File: config.mk
export PLATFORM = sky130hd
export DESIGN_NAME = affinex_point_seq
export DESIGN_NICKNAME = d
export VERILOG_FILES = /design/src/rtl/affinex_point_seq.sv
export SDC_FILE = /design/constraint.sdc
export NUM_CORES = 1
export LEC_CHECK = 0
export CORE_UTILIZATION = 30
export DETAILED_ROUTE_END_ITERATION = 8
export GPL_ROUTABILITY_DRIVEN = 0
export PLACE_DENSITY = 0.57
export RECOVER_POWER = 100
export SYNTH_ARGS = -nofsm -noshare
export SYNTH_HDL_FRONTEND = slang
export SYNTH_SLANG_ARGS = --single-unit
export TNS_END_PERCENT = 30
File: constraint.sdc
create_clock -name clk -period 4.61 [get_ports clk]
set_input_delay 0.922 -clock clk [delete_from_list [all_inputs] [get_ports clk]]
set_output_delay 0.922 -clock clk [all_outputs]
set_load 0.02 [all_outputs]
File: src/rtl/affinex_point_seq.sv
// Point sequencer around the affine core: input FIFO -> start/done handshake -> output FIFO.
// Optional build macro AFFINEX_CLIP_EN saturates stored results to [0,XMAX]/[0,YMAX] and adds a sticky clipped flag.
module affinex_point_seq #(
  parameter int WIDTH   = 16,
  parameter int DEPTH   = 4,
  parameter int TIMEOUT = 255,
  parameter int XMAX    = 255,
  parameter int YMAX    = 255
) (
  input  logic                       clk,
  input  logic                       rst_n,
  input  logic                       in_valid_i,
  output logic                       in_ready_o,
  input  logic [WIDTH-1:0]           in_x_i,
  input  logic [WIDTH-1:0]           in_y_i,
  output logic                       core_start_o,
  output logic [WIDTH-1:0]           core_x_o,
  output logic [WIDTH-1:0]           core_y_o,
  input  logic                       core_done_i,
  input  logic [WIDTH-1:0]           core_out_x_i,
  input  logic [WIDTH-1:0]           core_out_y_i,
  output logic                       out_valid_o,
  input  logic                       out_ready_i,
  output logic [WIDTH-1:0]           out_x_o,
  output logic [WIDTH-1:0]           out_y_o,
  output logic [$clog2(DEPTH):0]     in_count_o,
  output logic [$clog2(DEPTH):0]     out_count_o,
  output logic                       busy_o,
  output logic                       err_o,
`ifdef AFFINEX_CLIP_EN
  output logic                       clipped_o,
`endif
  input  logic                       clr_err_i
);

  localparam int AW = $clog2(DEPTH);
  localparam int CW = AW + 1;
  localparam int TW = $clog2(TIMEOUT + 1);

  typedef enum logic [1:0] {IDLE, ISSUE, WAIT, STORE} state_e;

  state_e            state_q;
  logic [TW-1:0]     tcnt_q;
  logic [WIDTH-1:0]  hold_x_q, hold_y_q;
  logic              err_q;

  // Input FIFO
  logic [WIDTH-1:0]  ix_mem [DEPTH];
  logic [WIDTH-1:0]  iy_mem [DEPTH];
  logic [AW-1:0]     iwr_q, ird_q;
  logic [CW-1:0]     icnt_q;

  // Output FIFO
  logic [WIDTH-1:0]  ox_mem [DEPTH];
  logic [WIDTH-1:0]  oy_mem [DEPTH];
  logic [AW-1:0]     owr_q, ord_q;
  logic [CW-1:0]     ocnt_q;

  logic              in_push, in_pop, out_push, out_pop, tmo;
  logic [WIDTH-1:0]  st_x, st_y;
  logic              st_clip;

  assign in_ready_o  = (icnt_q != CW'(DEPTH));
  assign in_push     = in_valid_i & in_ready_o;
  assign tmo         = (state_q == WAIT) & ~core_done_i & (tcnt_q == TW'(TIMEOUT - 1));
  assign in_pop      = (state_q == STORE) | tmo;
  assign out_push    = (state_q == STORE);
  assign out_valid_o = (ocnt_q != '0);
  assign out_pop     = out_valid_o & out_ready_i;

  assign core_x_o    = (icnt_q != '0) ? ix_mem[ird_q] : '0;
  assign core_y_o    = (icnt_q != '0) ? iy_mem[ird_q] : '0;
  assign out_x_o     = out_valid_o ? ox_mem[ord_q] : '0;
  assign out_y_o     = out_valid_o ? oy_mem[ord_q] : '0;
  assign in_count_o  = icnt_q;
  assign out_count_o = ocnt_q;
  assign core_start_o = (state_q == ISSUE);
  assign busy_o      = (state_q != IDLE);
  assign err_o       = err_q;

`ifdef AFFINEX_CLIP_EN
  localparam logic signed [WIDTH-1:0] XLIM = WIDTH'(XMAX);
  localparam logic signed [WIDTH-1:0] YLIM = WIDTH'(YMAX);
  logic clipped_q;
  logic x_lo, x_hi, y_lo, y_hi;

  always_comb begin
    x_lo    = $signed(hold_x_q) < 0;
    x_hi    = $signed(hold_x_q) > XLIM;
    y_lo    = $signed(hold_y_q) < 0;
    y_hi    = $signed(hold_y_q) > YLIM;
    st_x    = x_lo ? '0 : (x_hi ? XLIM : hold_x_q);
    st_y    = y_lo ? '0 : (y_hi ? YLIM : hold_y_q);
    st_clip = x_lo | x_hi | y_lo | y_hi;
  end

  always_ff @(posedge clk or negedge rst_n) begin
    if (!rst_n)                   clipped_q <= 1'b0;
    else if (out_push && st_clip) clipped_q <= 1'b1;
    else if (clr_err_i)           clipped_q <= 1'b0;
  end

  assign clipped_o = clipped_q;
`else
  assign st_x    = hold_x_q;
  assign st_y    = hold_y_q;
  assign st_clip = 1'b0;
`endif

  always_ff @(posedge clk) begin
    if (in_push) begin
      ix_mem[iwr_q] <= in_x_i;
      iy_mem[iwr_q] <= in_y_i;
    end
    if (out_push) begin
      ox_mem[owr_q] <= st_x;
      oy_mem[owr_q] <= st_y;
    end
  end

  always_ff @(posedge clk or negedge rst_n) begin
    if (!rst_n) begin
      iwr_q  <= '0;
      ird_q  <= '0;
      icnt_q <= '0;
      owr_q  <= '0;
      ord_q  <= '0;
      ocnt_q <= '0;
    end else begin
      if (in_push)  iwr_q <= iwr_q + AW'(1);
      if (in_pop)   ird_q <= ird_q + AW'(1);
      icnt_q <= icnt_q + CW'(in_push) - CW'(in_pop);
      if (out_push) owr_q <= owr_q + AW'(1);
      if (out_pop)  ord_q <= ord_q + AW'(1);
      ocnt_q <= ocnt_q + CW'(out_push) - CW'(out_pop);
    end
  end

  // Issue only when the output FIFO can absorb the result, so STORE never overflows.
  always_ff @(posedge clk or negedge rst_n) begin
    if (!rst_n) begin
      state_q  <= IDLE;
      tcnt_q   <= '0;
      hold_x_q <= '0;
      hold_y_q <= '0;
      err_q    <= 1'b0;
    end else begin
      if (tmo)            err_q <= 1'b1;
      else if (clr_err_i) err_q <= 1'b0;
      case (state_q)
        IDLE: if (icnt_q != '0 && ocnt_q != CW'(DEPTH)) state_q <= ISSUE;
        ISSUE: begin
          tcnt_q  <= '0;
          state_q <= WAIT;
        end
        WAIT: begin
          if (core_done_i) begin
            hold_x_q <= core_out_x_i;
            hold_y_q <= core_out_y_i;
            state_q  <= STORE;
          end else if (tmo) begin
            state_q <= IDLE;
          end else begin
            tcnt_q <= tcnt_q + TW'(1);
          end
        end
        STORE:   state_q <= IDLE;
        default: state_q <= IDLE;
      endcase
    end
  end

endmodule

Word level (Yosys, flattened, before mapping) --
Memories as Yosys holds them, arrays and structs flattened. Cells that the tools add are included.
Word-level totals: bits of input ports 70, RAM bits 256, logic and storage cells 67, flip-flop bits (word level) 57, memories 4, output and inout bits 75
Memories:
- ix_mem | depth 4, width 16, rd ports 1, clocked after memory_dff 0, write ports 1, RTL line 48 | logic [WIDTH-1:0] ix_mem [DEPTH];
- iy_mem | depth 4, width 16, rd ports 1, clocked after memory_dff 0, write ports 1, RTL line 49 | logic [WIDTH-1:0] iy_mem [DEPTH];
- ox_mem | depth 4, width 16, rd ports 1, clocked after memory_dff 0, write ports 1, RTL line 54 | logic [WIDTH-1:0] ox_mem [DEPTH];
- oy_mem | depth 4, width 16, rd ports 1, clocked after memory_dff 0, write ports 1, RTL line 55 | logic [WIDTH-1:0] oy_mem [DEPTH];
Operators by class: reductions and logical operators 10, mux-type cells 17, $add $sub $neg 9, equality and inequality tests 10, bitwise gates (word level) 6
Operator list (number):
- 16-bit 2-to-1 mux | 4
- 8-bit 2-to-1 mux | 2
- 8-bit one-hot mux with 2 select lines | 1
- 3-bit inequality test (second input constant) | 3
- 2-bit by 1-bit adder with 2-bit output (second input constant) | 4
- 8-bit by 1-bit adder with 8-bit output (second input constant) | 1
- 8-bit == test (second input constant) | 1
- 2-bit one-hot mux with 4 select lines | 1
- 3-bit by 1-bit adder with 3-bit output | 2
- 1-bit 2-to-1 mux | 6
- 2-bit 2-to-1 mux | 3
- 2-bit inequality test (second input constant) | 3
- 2-bit nonzero test | 3
- 3-bit nonzero test | 2
- 3-bit by 1-bit subtractor with 3-bit output | 2
- 1-bit AND | 4
- 2-bit == test (second input constant) | 2
- 2-bit AND reduction | 2
- 3-bit AND reduction | 1
- 2-bit by 1-bit == test with 1-bit output (second input constant) | 1
- 2-bit zero test | 1
- 1-bit logical AND | 1
- 1-bit NOT | 1
- 1-bit bitwise OR | 1

Logic depth before layout (Yosys ltp) --
word-level depth 6, mapped depth 11, gate-level depth less buffers 11

Worst setup path after synthesis --
No wires, ideal clock.
path type in2reg, from input core_done_i, to register icnt_q[2], in the netlist in_count_o[2], cell stages on the path 9, arrival 2628 ps, data required time 4530 ps, library setup time 80 ps, setup slack 1902 ps, path through inv_1 > and4_2 > or2_2 > ha_1 > inv_1 > ha_1 > fa_1 > xnor2_1 > xnor2_1
Between the ends: longest elaborated chain between the ends 5
RTL lines:
- start: declaration | RTL line 19 | input logic core_done_i,
- 1-bit NOT | RTL line 65 | assign tmo = (state_q == WAIT) & ~core_done_i & (tcnt_q == TW'(TIMEOUT - 1));
- 1-bit AND (2 in series) | RTL line 65
- 1-bit bitwise OR | RTL line 66 | assign in_pop = (state_q == STORE) | tmo;
- via in_pop | RTL line 59 | logic in_push, in_pop, out_push, out_pop, tmo;
- 3-bit by 1-bit subtractor with 3-bit output | RTL line 132 | icnt_q <= icnt_q + CW'(in_push) - CW'(in_pop);
- end signal: assignment | RTL line 132
- end: declaration | RTL line 51 | logic [CW-1:0] icnt_q;
The timed path passes the listed nets, and every way through them passes these cells. A chain may end at the register's enable or synchronous reset.

Final worst setup path --
from register ord_q[0], to output out_x_o[8]
Between the ends: longest elaborated chain between the ends 2
RTL lines:
- start: declaration | RTL line 56 | logic [AW-1:0] owr_q, ord_q;
- start signal: assignment | RTL line 134 | if (out_pop) ord_q <= ord_q + AW'(1);
- memory 4 x 16 bit
- 16-bit 2-to-1 mux | RTL line 73 | assign out_x_o = out_valid_o ? ox_mem[ord_q] : '0;
- end: declaration | RTL line 24 | output logic [WIDTH-1:0] out_x_o,
No other way between the ends.

==> impl_metrics.prom <==
# TYPE chip_impl_metric gauge
chip_impl_metric{name="synth-edff-count",unit=""} 256
chip_impl_metric{name="rows",unit=""} 74
chip_impl_metric{name="drt-wirelength-per-cell",unit="um"} 18.8
chip_impl_info{name="synth_flop_cell",value="sky130_fd_sc_hd__edfxtp_1"} 1
chip_impl_metric{name="start_util",unit="%"} 30.4
chip_impl_metric{name="count_of_input_and_output_buffers",unit=""} 144
chip_impl_metric{name="power_density",unit="mW/mm^2"} 692
chip_impl_info{name="most_common_library_cell_in_the_layout_ignoring_fill_and_taps",value="sky130_fd_sc_hd__edfxtp_1"} 1
chip_impl_metric{name="groute.usage.overall",unit="%"} 12.4
chip_impl_metric{name="critical_path_maximum_fanout",unit=""} 18
chip_impl_metric{name="p_leak",unit="uW"} 0.00532
chip_impl_metric{name="dp_hpwl",unit="mm"} 15.3
chip_impl_metric{name="die-height",unit="um"} 205
chip_impl_info{name="final_cell_mix",value="256 x sky130_fd_sc_hd__edfxtp_1, 101 x sky130_fd_sc_hd__dlygate4sd3_1, 64 x sky130_fd_sc_hd__mux4_2, 54 x sky130_fd_sc_hd__dfrtp_1, 42 x sky130_fd_sc_hd__clkdlybuf4s50_1"} 1
chip_impl_metric{name="period_minus_slack",unit="ps"} 4020
chip_impl_metric{name="report.final.hold_viol_count",unit=""} 0
chip_impl_metric{name="antenna_left",unit=""} 0
chip_impl_info{name="critical_path_class",value="flop to output port"} 1
chip_impl_metric{name="ios",unit=""} 145
chip_impl_metric{name="chipWidth",unit="um"} 205
chip_impl_metric{name="rrSetupSlack",unit="ps"} 1350
chip_impl_metric{name="grt_max_degree",unit=""} 37
chip_impl_metric{name="mappedNetlistArea",unit="mm^2"} 0.0124
chip_impl_metric{name="use_met2",unit="%"} 19.9
chip_impl_metric{name="setup_tns",unit="ps"} 0
chip_impl_metric{name="firstDrtPassIters",unit=""} 4
chip_impl_info{name="synthDominantAreaCellType",value="sky130_fd_sc_hd__edfxtp_1"} 1
chip_impl_info{name="violations",value="capacitance limit, slew limit"} 1
chip_impl_metric{name="design.die.area",unit="mm^2"} 0.0422
chip_impl_metric{name="route.final.wire_length",unit="mm"} 25.4
chip_impl_metric{name="timing_max_transition_violations_final",unit=""} 297
chip_impl_metric{name="count_of_buffer_and_inverter_cells_on_the_critical_path",unit=""} 2
chip_impl_metric{name="core-area",unit="mm^2"} 0.0408
chip_impl_metric{name="cts_setup_buffers",unit=""} 0
chip_impl_metric{name="area_delta_synth_final",unit="%"} 24.9
chip_impl_metric{name="h_tree_depth_reported_by_cts",unit=""} 2
chip_impl_metric{name="synth.yosys.warnings",unit=""} 0
chip_impl_metric{name="timing.critical_path.arrival",unit="ps"} 3100
chip_impl_info{name="most_crowded_layer_after_global_routing",value="met2"} 1
chip_impl_metric{name="total_power",unit="uW"} 10700
chip_impl_metric{name="period_share",unit="%"} 87.2
chip_impl_metric{name="synth_cell_type_count",unit=""} 47
chip_impl_metric{name="detail_route.vias_per_cell",unit=""} 4.54
chip_impl_metric{name="grt-ovfl-total",unit=""} 0
chip_impl_metric{name="crit_required",unit="ps"} 3690
chip_impl_metric{name="relative_slew_margins",unit="%"} -76.5
chip_impl_metric{name="post-synth-top-area-fraction",unit="%"} 62.0
chip_impl_metric{name="netlist_instances",unit=""} 631
chip_impl_metric{name="gr-usage-met3",unit="%"} 4.83
chip_impl_info{name="unrepaired_setup_endpoints_after_global_routing",value="no"} 1
chip_impl_metric{name="synth_fp_nets",unit=""} 722
chip_impl_metric{name="postSynthAreaPerCell",unit="um^2"} 19.7
chip_impl_metric{name="first_pass_grt_wire_length",unit="mm"} 39.1
chip_impl_metric{name="fraction_of_met1_tracks_used_by_global_routing",unit="%"} 15.5
chip_impl_metric{name="clock_latency",unit="ps"} 520
chip_impl_info{name="cp_cell_sequence",value="clkbuf_2 > mux4_2 > and2_1 > dlygate4sd3_1"} 1
chip_impl_metric{name="clkSlewWorstSetupHoldPaths",unit="ps"} 60
chip_impl_metric{name="cts_repair_resize_count",unit=""} 0
chip_impl_info{name="status",value="finished with violations"} 1
chip_impl_metric{name="post-route-drc-count",unit=""} 0
chip_impl_metric{name="seq_cells_post_synth",unit=""} 313
chip_impl_metric{name="seq_area_frac_synth",unit="%"} 73.5
chip_impl_metric{name="max_slew.worst_pin.slew",unit="ps"} 2650
chip_impl_metric{name="vdd_drop_max",unit="V"} 0.000318
chip_impl_metric{name="final_layout_size_suffix_gt1_share",unit="%"} 19.0
chip_impl_metric{name="cts_num_sinks",unit=""} 313
chip_impl_metric{name="cts_inserted_buffers",unit=""} 35
chip_impl_metric{name="max_clock_freq",unit="GHz"} 0.249
chip_impl_info{name="yosys-top-cells-area",value="sky130_fd_sc_hd__edfxtp_1 62%, sky130_fd_sc_hd__mux4_2 12%, sky130_fd_sc_hd__dfrtp_1 12%, sky130_fd_sc_hd__mux2_2 3.0%, sky130_fd_sc_hd__and2_1 1.9%"} 1
chip_impl_info{name="timing.critical_path.max_delay_family",value="buffers and inverters"} 1
chip_impl_info{name="end_kind",value="output port"} 1
chip_impl_metric{name="cts.hold.buffers_added",unit=""} 0
chip_impl_metric{name="cp_slowest_stage_delay",unit="ps"} 750
chip_impl_info{name="tritoncts",value="done"} 1
chip_impl_metric{name="drt-initial-drc-count",unit=""} 267
chip_impl_info{name="cts-root-buf",value="sky130_fd_sc_hd__clkbuf_16"} 1
chip_impl_metric{name="design.final.nets",unit=""} 882
chip_impl_info{name="worstSetupStartpointType",value="flop"} 1
chip_impl_metric{name="fin_skew",unit="ps"} 22.7
chip_impl_metric{name="first_global_vias",unit=""} 6530
chip_impl_info{name="worstHoldPathType",value="flop to flop"} 1
chip_impl_metric{name="via_count",unit=""} 6130
chip_impl_metric{name="setup_violations",unit=""} 0
chip_impl_metric{name="maxCapViolations",unit=""} 9
chip_impl_metric{name="grt_antenna_before_repair",unit=""} 6
chip_impl_info{name="cpMaxStageDelayCell",value="sky130_fd_sc_hd__dfrtp_2"} 1
chip_impl_metric{name="cts_buffer_depth",unit=""} 3
chip_impl_metric{name="ys_async_sr_fraction",unit="%"} 18.2
==> worst register-to-register path: cells and delay by family, from the launching register on <==
family | cells | cell delay [ps]
adders and majority gates | 1 | 380
DFF | 1 | 440
and+or+nand+nor | 1 | 1990
==> cell families after synthesis <==
kind of cell	synth area share (%)
adders and majority gates	2.24
xor gates and xnor gates	0.706
and+or+nand+nor	5.83
DFF	73.5
buffers and inverters	1.84
AOI/OAI and AO/OA	1.28
muxes	14.6
==> path summary, 6_finish.rpt <==
kind / startpoint / to / depth (start not counted)
max: ord_q[0]$_DFFE_PN0P_ / out_x_o[8] / 4
min: hold_y_q[8]$_DFFE_PN0P_ / oy_mem[1][8]$_DFFE_PP_ / 0
max reg2reg: state_q[0]$_DFFE_PN0P_ / oy_mem[0][2]$_DFFE_PP_ / 2
min reg2reg: hold_y_q[8]$_DFFE_PN0P_ / oy_mem[1][8]$_DFFE_PP_ / 0
max in group asynchronous: rst_n / ord_q[0]$_DFFE_PN0P_ / 2
min in group asynchronous: rst_n / hold_x_q[4]$_DFFE_PN0P_ / 1
==> synth_stat cells (3+ instances only) <==
library cell / count
sky130_fd_sc_hd__buf_2: 11
sky130_fd_sc_hd__or4_1: 3
sky130_fd_sc_hd__xor2_1: 4
sky130_fd_sc_hd__a21oi_1: 3
sky130_fd_sc_hd__and2_1: 38
sky130_fd_sc_hd__xnor2_1: 6
sky130_fd_sc_hd__o21ai_0: 6
sky130_fd_sc_hd__nand3_1: 7
sky130_fd_sc_hd__nor3b_1: 4
sky130_fd_sc_hd__dfrtp_1: 57
sky130_fd_sc_hd__o211ai_1: 3
sky130_fd_sc_hd__ha_1: 19
sky130_fd_sc_hd__buf_4: 7
sky130_fd_sc_hd__mux4_2: 64
sky130_fd_sc_hd__clkbuf_1: 11
sky130_fd_sc_hd__nor2_1: 3
sky130_fd_sc_hd__and3_1: 4
sky130_fd_sc_hd__nand2_1: 9
sky130_fd_sc_hd__nor2b_1: 31
sky130_fd_sc_hd__inv_1: 21
sky130_fd_sc_hd__mux2_2: 33
sky130_fd_sc_hd__edfxtp_1: 256
==> state kept, by name, summed over array words and instances (netlist names) <==
signal	flops
ord_q	2
out_count_o	3
err_o	1
hold_y_q	16
owr_q	2
in_count_o	3
state_q	2
oy_mem	64
iwr_q	2
iy_mem	64
hold_x_q	16
tcnt_q	8
ix_mem	64
ird_q	2
ox_mem	64
==> power breakdown <==
group	total (uW)	internal [uW]	switching [uW]
Sequential	4410	3960	450
Combinational	3710	1790	1920
Clock	2600	1500	1090
Total	10700	7250	3460
==> final cells by class <==
cell class / instances / area [um^2]
sequential: 313 / 9120
inverter: 21 / 78.8
timing repair buffer: 152 / 1490
clock inverter: 17 / 131
clock buffer: 46 / 938
multi-input combinational: 268 / 3060
antenna: 2 / 5.00
tap: 532 / 666
fill: 3763 / 25300
==> stage by stage <==
step           hold WS (ps)  area, um^2  setup slack, ps  std cells  util (%)
6_report                511       15500              592       1351      37.9
5_1_grt                 533       15500              343       1350      37.9
4_1_cts                 394       15500              723       1349      38.0
3_5_place_dp            498       14500             1170       1286      35.4
3_3_place_gp            490       14500             1210       1286      35.4
2_1_floorplan           471       12400             1900        631         -
==> metal layers <==
layer | up-vias | share of wire (%)
met5 | - | 0.22
met4 | 10 | 1.8
met3 | 51 | 8.7
met2 | 180 | 47
met1 | 3097 | 42
li1 | 2792 | -
Power figures use the tool's default switching activity.
